===== src/rtl/wb_arbiter.sv =====
// Two-master Wishbone arbiter with round-robin grant, bus lock and ack watchdog.
//
// A master that raises cyc is granted the shared bus one cycle later and keeps it until it drops
// cyc. When both masters request from idle, the one not served last wins. While granted, a
// watchdog counts strobe cycles without acknowledge; on reaching TIMEOUT the granted master sees
// a one-cycle err pulse, the strobe to the slave is suppressed for that cycle and the count
// restarts.
//
// Ports:
//   clk_i, rst_i                  clock, asynchronous active-high reset
//   mN_adr_i/dat_i/sel_i/we_i     master N request (N = 0, 1)
//   mN_cyc_i, mN_stb_i            master N cycle / strobe
//   mN_dat_o, mN_ack_o, mN_err_o  read data, acknowledge, watchdog error to master N
//   s_adr_o/dat_o/sel_o/we_o      shared bus toward the interconnect
//   s_cyc_o, s_stb_o              shared cycle / strobe
//   s_dat_i, s_ack_i              read data and acknowledge from the interconnect
module wb_arbiter #(
  parameter int unsigned TIMEOUT = 255  // legal range 1..255
) (
  input  logic        clk_i,
  input  logic        rst_i,

  input  logic [31:0] m0_adr_i,
  input  logic [31:0] m0_dat_i,
  output logic [31:0] m0_dat_o,
  input  logic [1:0]  m0_sel_i,
  input  logic        m0_we_i,
  input  logic        m0_cyc_i,
  input  logic        m0_stb_i,
  output logic        m0_ack_o,
  output logic        m0_err_o,

  input  logic [31:0] m1_adr_i,
  input  logic [31:0] m1_dat_i,
  output logic [31:0] m1_dat_o,
  input  logic [1:0]  m1_sel_i,
  input  logic        m1_we_i,
  input  logic        m1_cyc_i,
  input  logic        m1_stb_i,
  output logic        m1_ack_o,
  output logic        m1_err_o,

  output logic [31:0] s_adr_o,
  output logic [31:0] s_dat_o,
  output logic [1:0]  s_sel_o,
  output logic        s_we_o,
  output logic        s_cyc_o,
  output logic        s_stb_o,
  input  logic [31:0] s_dat_i,
  input  logic        s_ack_i
);

  typedef enum logic [1:0] {
    StIdle = 2'd0,
    StGnt0 = 2'd1,
    StGnt1 = 2'd2
  } state_e;

  localparam logic [7:0] TimeoutCnt = 8'(TIMEOUT);

  state_e     state_q;
  logic       last_q;   // 0: master 0 served last, 1: master 1 served last
  logic [7:0] wdog_q;

  logic gnt0, gnt1, timeout;

  assign gnt0 = (state_q == StGnt0);
  assign gnt1 = (state_q == StGnt1);

  // An ack arriving on the limit cycle wins over the timeout.
  assign timeout = (gnt0 || gnt1) && (wdog_q == TimeoutCnt) && !s_ack_i;

  // Shared bus mux: everything is zero when no master holds the grant.
  always_comb begin
    s_adr_o = '0;
    s_dat_o = '0;
    s_sel_o = '0;
    s_we_o  = 1'b0;
    s_cyc_o = 1'b0;
    s_stb_o = 1'b0;
    unique case (state_q)
      StGnt0: begin
        s_adr_o = m0_adr_i;
        s_dat_o = m0_dat_i;
        s_sel_o = m0_sel_i;
        s_we_o  = m0_we_i;
        s_cyc_o = m0_cyc_i;
        s_stb_o = m0_stb_i && !timeout;
      end
      StGnt1: begin
        s_adr_o = m1_adr_i;
        s_dat_o = m1_dat_i;
        s_sel_o = m1_sel_i;
        s_we_o  = m1_we_i;
        s_cyc_o = m1_cyc_i;
        s_stb_o = m1_stb_i && !timeout;
      end
      default: ;
    endcase
  end

  assign m0_ack_o = gnt0 && s_ack_i;
  assign m1_ack_o = gnt1 && s_ack_i;
  assign m0_err_o = gnt0 && timeout;
  assign m1_err_o = gnt1 && timeout;

  // Read data fans out to both masters; blanked only while reset is held.
  assign m0_dat_o = rst_i ? '0 : s_dat_i;
  assign m1_dat_o = rst_i ? '0 : s_dat_i;

  always_ff @(posedge clk_i or posedge rst_i) begin
    if (rst_i) begin
      state_q <= StIdle;
      last_q  <= 1'b1;  // master 0 wins the first simultaneous request
      wdog_q  <= '0;
    end else begin
      unique case (state_q)
        StIdle: begin
          if (m0_cyc_i && (!m1_cyc_i || last_q)) begin
            state_q <= StGnt0;
            last_q  <= 1'b0;
          end else if (m1_cyc_i) begin
            state_q <= StGnt1;
            last_q  <= 1'b1;
          end
        end
        // Bus lock: the grant is held until the owner drops cyc.
        StGnt0: if (!m0_cyc_i) state_q <= StIdle;
        StGnt1: if (!m1_cyc_i) state_q <= StIdle;
        default: state_q <= StIdle;
      endcase

      // s_stb_o is already low on the timeout cycle, so the count restarts there too.
      if (state_q == StIdle || !s_stb_o || s_ack_i) begin
        wdog_q <= '0;
      end else begin
        wdog_q <= wdog_q + 8'd1;
      end
    end
  end

endmodule


===== config.mk =====
export PLATFORM = sky130hd
export DESIGN_NAME = wb_arbiter
export DESIGN_NICKNAME = d
export VERILOG_FILES = /design/src/rtl/wb_arbiter.sv
export SDC_FILE = /design/constraint.sdc
export NUM_CORES = 1
export LEC_CHECK = 0
export CORE_AREA = 2 2 119 121
export CTS_BUF_LIST = sky130_fd_sc_hd__clkbuf_16
export CTS_CLUSTER_SIZE = 30
export DETAILED_ROUTE_END_ITERATION = 6
export DIE_AREA = 0 0 121 123
export GPL_ROUTABILITY_DRIVEN = 0
export PLACE_DENSITY = 0.65
export SYNTH_ARGS = -nofsm -noshare
export SYNTH_HDL_FRONTEND = slang
export SYNTH_SLANG_ARGS = --single-unit
export TNS_END_PERCENT = 100

===== constraint.sdc =====
create_clock -name clk_i -period 2 [get_ports clk_i]
set_clock_uncertainty 0.05 [all_clocks]
set_input_delay 0.4 -clock clk_i [delete_from_list [all_inputs] [get_ports clk_i]]
set_output_delay 0.4 -clock clk_i [all_outputs]
set_load 0.005 [all_outputs]

==> results.md, run 1 <==
* Status: finished, violations left
* Failing checks: negative setup slack
* Worst-path cell chain: inv_2, buf_6, ha_4, bufbuf_16, a22oi_2, nor2b_1, dlygate4sd2_1
* Via density at 4.384
* Worst r2r src: state_q[0]
* Worst-path fanout max at 10
* Fin Hold WS at 0.3563 ns
* Post-route ant nets at 0
* Yosys reg bits at 11
* P_int at roughly 3.2 mW
* Non-filler cells, final at 790
* N_diodes at 0
* Critical path type: register to primary output
* Vias in the first global route at roughly 3600
* Switch share at 0.3796
* Sequential share of the synthesized area at 0.1312
* Commonest non-fill, non-tap cells in the layout: 185 x clkdlybuf4s50_1, 67 x a22oi_2, 67 x nor2b_1
* Tightest Pin Transition at 0.4242 ns
* Arrival time worst endpoint at 1.75 ns
* Reg power frac at 0.055
* Die Wd at approximately 120 um
* Final WS setup at -0.1967 ns
* Switch Pwr at just under 2 mW
* Drt pass-1 iters at 4
* Achievable Freq at roughly 460 MHz
* H-tree lvl count at 1
* Clk_lat worst skew at 0.24 ns
* R2r worst-path depth at 9
* Final Util at 0.4610
* Reg2reg end: state_q[1]
* CTS Root Cell: clkbuf_16
* Final Hold Viols at 0
* Slowest CP cell: dfrtp_1
* Final nets at around 790
* Crit path buffers/inverters at 4
* DP Cell Count at between 700 and 800
* Post-Syn Nets at between 400 and 500
* Max Slew Vio Count at 0
* Clock Power Share at 0.071
* Cell family with most CP delay: buffers and inverters
* Required time worst endpoint at 1.55 ns
* Worst-path clk slew at 0.05 ns
* Placement row count at 43
* Clock Sinks at 11
* Min Tclk post-route at approximately 2.2 ns
* HP Class: input pin to async pin
* Synth cell types at 32
* Overflow after GRT at 0
* Detailed placement HPWL at 9964 um
* Die area at between 0.01 and 0.015 mm^2
* Initial core utilization at 0.1548
* Crit path launch type: register
* Setup-failing EPs final at 71
* First-pass GRT wire length at 19220 um
* Most common cell after layout, fill and taps aside: clkdlybuf4s50_1
* Post-synth EDFFs at 0
* Final worst-path cycle share at 1.098
* Area Overhead vs Synth at 197.8%
* Syn Area/Cell at around 7.3 um^2
* CP Capture Type: primary output
* Syn Inst Count at between 200 and 300
* Core region area at 0.01361 mm^2
* PwrDens at approximately 800 mW/mm^2
* Share of cells above drive strength 1 at 0.4197
* Maximum vdd ir drop at between 0.5 and 0.6 mV
* Global-route usage over all layers at 0.1648
* Max-cap violations at 0
* CTS tree: done
* Reg2Reg Setup Slack at approximately 0.12 ns
* I/O pins at 310
* Worst relative slew slack at 0.7169
* Max Buffers Root-to-Sink at 2
* Syn. warnings at 0
* Cell area after synthesis at between 0.002 and 0.0025 mm^2
* Synth Flop Type: dfrtp_1
* Die extent in y at around 120 um
* Largest net degree at the start of global routing at 54
* RSZ-0062 raised after global routing: true
* Total Wirelength at about 14000 um
* Leakage at between 2 and 3 nW
* CTS Buf Count at 3
* Critical Path Source: state_q[0]
* DRC Markers at 0
* Port buffer count at slightly above 300
* Iter 0 DRT Violations at 53
* Slowest stage delay, CP at between 0.3 and 0.4 ns
* Wirelength per Cell at about 17 um
* Initial antenna violation count at 0
* Async S/R FF share, synth at 1.000
* Vias at 3463
* Logic pwr share at 0.873
[layer usage]
layer	up-vias	GRT usage	wire length, um
li1	1629	-	-
met1	1633	0.1526	4343
met2	191	0.3585	8077
met3	10	0.03782	1060
met4	0	0.03052	182
met5	-	0	0
[tightest hold or removal path, cell delays in order]
cell and delay, ns:
buf_2 0.15, buf_16 0.18, inv_1 0.33
[sequential cells by signal, summed over array words and instances, names as in the netlist]
name	count
wdog_q	8
state_q	2
last_q	1
[power groups by stage]
| stage | registers (mW) | clock network, mW | logic [mW] |
|---|---|---|---|
| after floorplan | 0.284 | 0 | 1.57 |
| after global placement | 0.284 | 0 | 3.33 |
| after detailed placement | 0.284 | 0 | 3.37 |
| after CTS | 0.285 | 0.375 | 4.31 |
| after global routing | 0.291 | 0.385 | 4.83 |
| final | 0.285 | 0.370 | 4.52 |
[stage by stage]
stage	worst slack [ns]	instance area [um^2]	total power [mW]	TNS [ns]
floorplan	0.1666	2107	1.858	0
global placement	-0.3344	5339	3.613	-31.69
detailed placement	-0.3537	5339	3.654	-34.40
CTS	-0.2376	6142	4.970	-8.768
global route	-0.2808	6275	5.506	-13.67
finish	-0.1967	6275	5.174	-7.650
[timing repair]
item	4_1_cts	5_1_grt
setup endpoints to repair	137	102
resized for setup	380	109
hold buffers	0	0
gates cloned	8	2
pin swaps	20	12
setup buffers	25	5
[cell usage after synthesis (all sizes together), types with 3 or more instances]
| master | instances | area share |
|---|---|---|
| nand2 | 3 | 0.0053 |
| clkbuf | 19 | 0.034 |
| nor2 | 3 | 0.0053 |
| nor2b | 99 | 0.29 |
| a31oi | 3 | 0.0089 |
| nand3 | 4 | 0.012 |
| inv | 5 | 0.0089 |
| buf | 39 | 0.13 |
| dfrtp | 10 | 0.12 |
| a21oi | 3 | 0.0071 |
| nor3 | 4 | 0.012 |
| ha | 4 | 0.024 |
| a22oi | 67 | 0.24 |
| and2 | 6 | 0.018 |
[final cells by class]
type | count | area (um^2)
Clock buffer | 3 | 75.07
Fill cell | 1286 | 7337
Tap cell | 180 | 225.2
Clock inverter | 1 | 5.005
Multi-Input combinational cell | 215 | 1987
Sequential cell | 11 | 276.5
Timing Repair Buffer | 375 | 3687
Inverter | 5 | 18.77
[cells by family after synthesis]
group,synth area share
mux,0.005344
simple gates,0.3676
xor+xnor,0.01247
buf+inv,0.1734
compound gates,0.2862
fa+ha+maj,0.02375
flops,0.1312
[how the worst max path moves through the flow]
| stage | slack, ns | end | cells after the start |
|---|---|---|---|
| floorplan | 0.17 | s_adr_o[23] | 7 |
| global placement | -0.33 | s_dat_o[28] | 7 |
| detailed placement | -0.35 | m0_dat_o[0] | 4 |
| CTS | -0.24 | s_dat_o[12] | 8 |
| global route | -0.28 | s_dat_o[31] | 9 |
| finish | -0.20 | s_dat_o[21] | 7 |
Power figures use the tool's default switching activity.
==> run 2, diff against run 1 <==
--- a/config.mk
+++ b/config.mk
@@ -5,13 +5,14 @@
 export SDC_FILE = /design/constraint.sdc
 export NUM_CORES = 1
 export LEC_CHECK = 0
-export CORE_AREA = 2 2 119 121
+export ABC_AREA = 1
+export CORE_AREA = 3 3 120 122
 export CTS_BUF_LIST = sky130_fd_sc_hd__clkbuf_16
 export CTS_CLUSTER_SIZE = 30
 export DETAILED_ROUTE_END_ITERATION = 6
-export DIE_AREA = 0 0 121 123
+export DIE_AREA = 0 0 123 125
 export GPL_ROUTABILITY_DRIVEN = 0
-export PLACE_DENSITY = 0.65
+export PLACE_DENSITY = 0.66
 export SYNTH_ARGS = -nofsm -noshare
 export SYNTH_HDL_FRONTEND = slang
 export SYNTH_SLANG_ARGS = --single-unit
==> run 2 against run 1 <==
The flow still finishes with violations (negative setup slack). Count of clock-buffer cells in the layout stayed put. Die area is 3.3% higher. Non-clock buffer count is 1 higher. Highest routed layer unchanged. Critical path type unchanged. Combinational power is 32% higher.
==> results.md, run 2 <==
* R2r worst-path depth at 11
* Post-synth top cells: 158 x nand2_1, 67 x a21oi_1, 49 x inv_1
* Die area at ~0.015 mm^2
* Fin Hold WS at between 0.3 and 0.4 ns
* Async S/R FF share, synth at 1.000
* Crit path buffers/inverters at 5
* Top cells by area, synth: nand2_1 27%, a21oi_1 15%, buf_4 11%
* CP Capture Type: primary output
* CTS Buf Count at 3
* Largest register by flop count: wdog_q
* CTS Root Cell: clkbuf_16
* RSZ-0062 raised after global routing: true
* Die Wd at 123 um
* Worst-path clk slew at ~0.05 ns
* Setup-failing EPs final at 45
* Final Util at 0.4889
* Max Slew Vio Count at 0
* Cell area after synthesis at 0.002221 mm^2
* Final nets at 919
* Global-route usage over all layers at 0.1720
* CTS tree: done
* Max Buffers Root-to-Sink at 2
* Via density at between 4 and 5
* Top-area cell type share of the netlist area at 0.2670
* Reg2Reg Setup Slack at 0.16 ns
* Vias in the first global route at roughly 3800
* Number of flip-flops in the largest register at 8
* Detailed placement HPWL at ~11000 um
* Port buffer count at 309
* Required time worst endpoint at between 1.5 and 2 ns
* N_diodes at 0
* Wirelength per Cell at about 16 um
* Share of cells above drive strength 1 at 0.3995
* Post-route ant nets at 0
* Max-cap violations at 0
* Top Metal Used: met4
* WL met2 at ~7800 um
* WL met3 at 1619 um
* Core region area at 0.01330 mm^2
* Synth Flop Type: dfrtp_1
* Placement row count at 42
* Most common cell after layout, fill and taps aside: clkdlybuf4s50_1
* Count leader, synth: nand2_1
* Vias at around 3800
* H-tree lvl count at 1
* Iter 0 DRT Violations at between 100 and 150
* Critical path type: register to primary output
* Syn. warnings at 0
* Post-CTS Hold Buffers at 0
* DP Cell Count at about 900
* Clk_lat worst skew at about 0.24 ns
* Post-Syn Nets at just under 600
* Yosys reg bits at 11
* Status: finished, violations left
* Final worst-path cycle share at 1.040
* Filler cells at 1326
* Worst r2r src: state_q[1]
* Syn Inst Count at 420
* Cell family with most CP delay: buffers and inverters
* Failing checks: negative setup slack
* Achievable Freq at around 480 MHz
* DRC Markers at 0
* HP Class: input pin to async pin
* Biggest regs: wdog_q x8, state_q x2, last_q x1
* Slowest CP cell: dfrtp_1
* Arrival time worst endpoint at between 1.5 and 2 ns
* Tightest Pin Transition at 0.4967 ns
* Min Tclk post-route at 2.080 ns
* Sequential share of the synthesized area at 0.1245
* Post-synth top area cell: nand2_1
* Final WS setup at -0.08038 ns
* Cell mode on critical path: buf_12
* Overflow after GRT at 0
* Routed length on met1 at 5419 um
* Leakage at ~3.4 nW
* Area Overhead vs Synth at 192.7%
* Clock Sinks at 11
* Synth cell types at 25
* Worst relative slew slack at 0.6685
* Maximum vdd ir drop at 0.5235 mV
* Commonest non-fill, non-tap cells in the layout: 183 x clkdlybuf4s50_1, 101 x nand2_1, 67 x buf_2
* Setup TNS at -1.920 ns
* Initial core utilization at 0.1670
* I/O pins at slightly above 300
* First-pass GRT wire length at about 21000 um
* Crit path launch type: register
* Post-synth EDFFs at 0
* Non-filler cells, final at 917
* Total Wirelength at around 15000 um
* Largest net degree at the start of global routing at 17
* Slowest stage delay, CP at roughly 0.40 ns
* Total Power at around 6.6 mW
* Worst-path fanout max at 7
* Final Hold Viols at 0
* Worst-path cell chain: inv_2, ha_4, buf_12, buf_12, clkbuf_16, nand2_2, a21oi_2, buf_2
* Drt pass-1 iters at 4
* Initial antenna violation count at 0
* PwrDens at approximately 1000 mW/mm^2
* Syn Area/Cell at 5.288 um^2
* Reg2reg end: wdog_q[4]
* Die extent in y at between 100 and 150 um
==> run 2: cells by family (layout without fill, tap and decap cells) <==
group	Yosys count	in the layout	synth area share
xor gates and xnor gates	3	3	0.01183
and+or+nand+nor	220	220	0.4090
DFF	11	11	0.1245
buffers and inverters	110	431	0.2687
AOI/OAI and AO/OA	72	72	0.1634
adders and majority gates	4	4	0.02254
==> run 2: routing by layer <==
metal  GRT usage  vias up
met5           0        -
met4     0.03453        0
met3     0.05962       13
met2      0.3155      177
met1      0.1901     1753
li1            -     1891
==> run 2: power by group <==
part           internal (mW)  switching, mW
sequential             0.265         0.0247
clock                  0.265          0.103
combinational           3.10           2.85
==> run 2: final cells by class <==
class	count	area [um^2]	area share
inverter	51	198.9	0.03061
multi-input combinational	299	1938	0.2982
clock buffer	3	75.07	0.01155
timing repair buffer	376	3786	0.5825
sequential	11	276.5	0.04254
tap	176	220.2	0.03388
clock inverter	1	5.005	0.0007700
==> run 2: per-stage QoR <==
step	instance area (um^2)	worst slack (ns)
after floorplan	2221	0.3389
after global placement	5436	-0.3307
after detailed placement	5436	-0.3334
after CTS	5941	-0.1037
after global routing	6500	-0.1488
final	6500	-0.08038
==> run 2: worst max path at each step <==
| stage | start | endpoint | slack [ns] | depth (start not counted) |
|---|---|---|---|---|
| after global routing | state_q[1] | s_stb_o | -0.15 | 8 |
| after CTS | state_q[1] | s_stb_o | -0.10 | 8 |
| after detailed placement | s_ack_i | m1_err_o | -0.33 | 7 |
| after global placement | s_ack_i | s_stb_o | -0.33 | 7 |
| after floorplan | state_q[0] | s_adr_o[10] | 0.34 | 6 |
| final | state_q[1] | s_adr_o[7] | -0.08 | 8 |
==> run 2: worst register-to-register path, stage by stage (launching register included) <==
cell	delay (ns)
dfrtp_1	0.38
inv_2	0.08
ha_4	0.30
buf_6	0.11
nand2_4	0.04
nor2_4	0.12
nand3_4	0.08
buf_4	0.13
buf_4	0.12
buf_4	0.13
nand3_4	0.13
nor2_2	0.05
==> run 2: timing repair <==
item,CTS,global route
resized for setup,390,172
buffers inserted,23,3
endpoints found under the setup margin,137,117
pin swaps,22,46
cloned,10,1
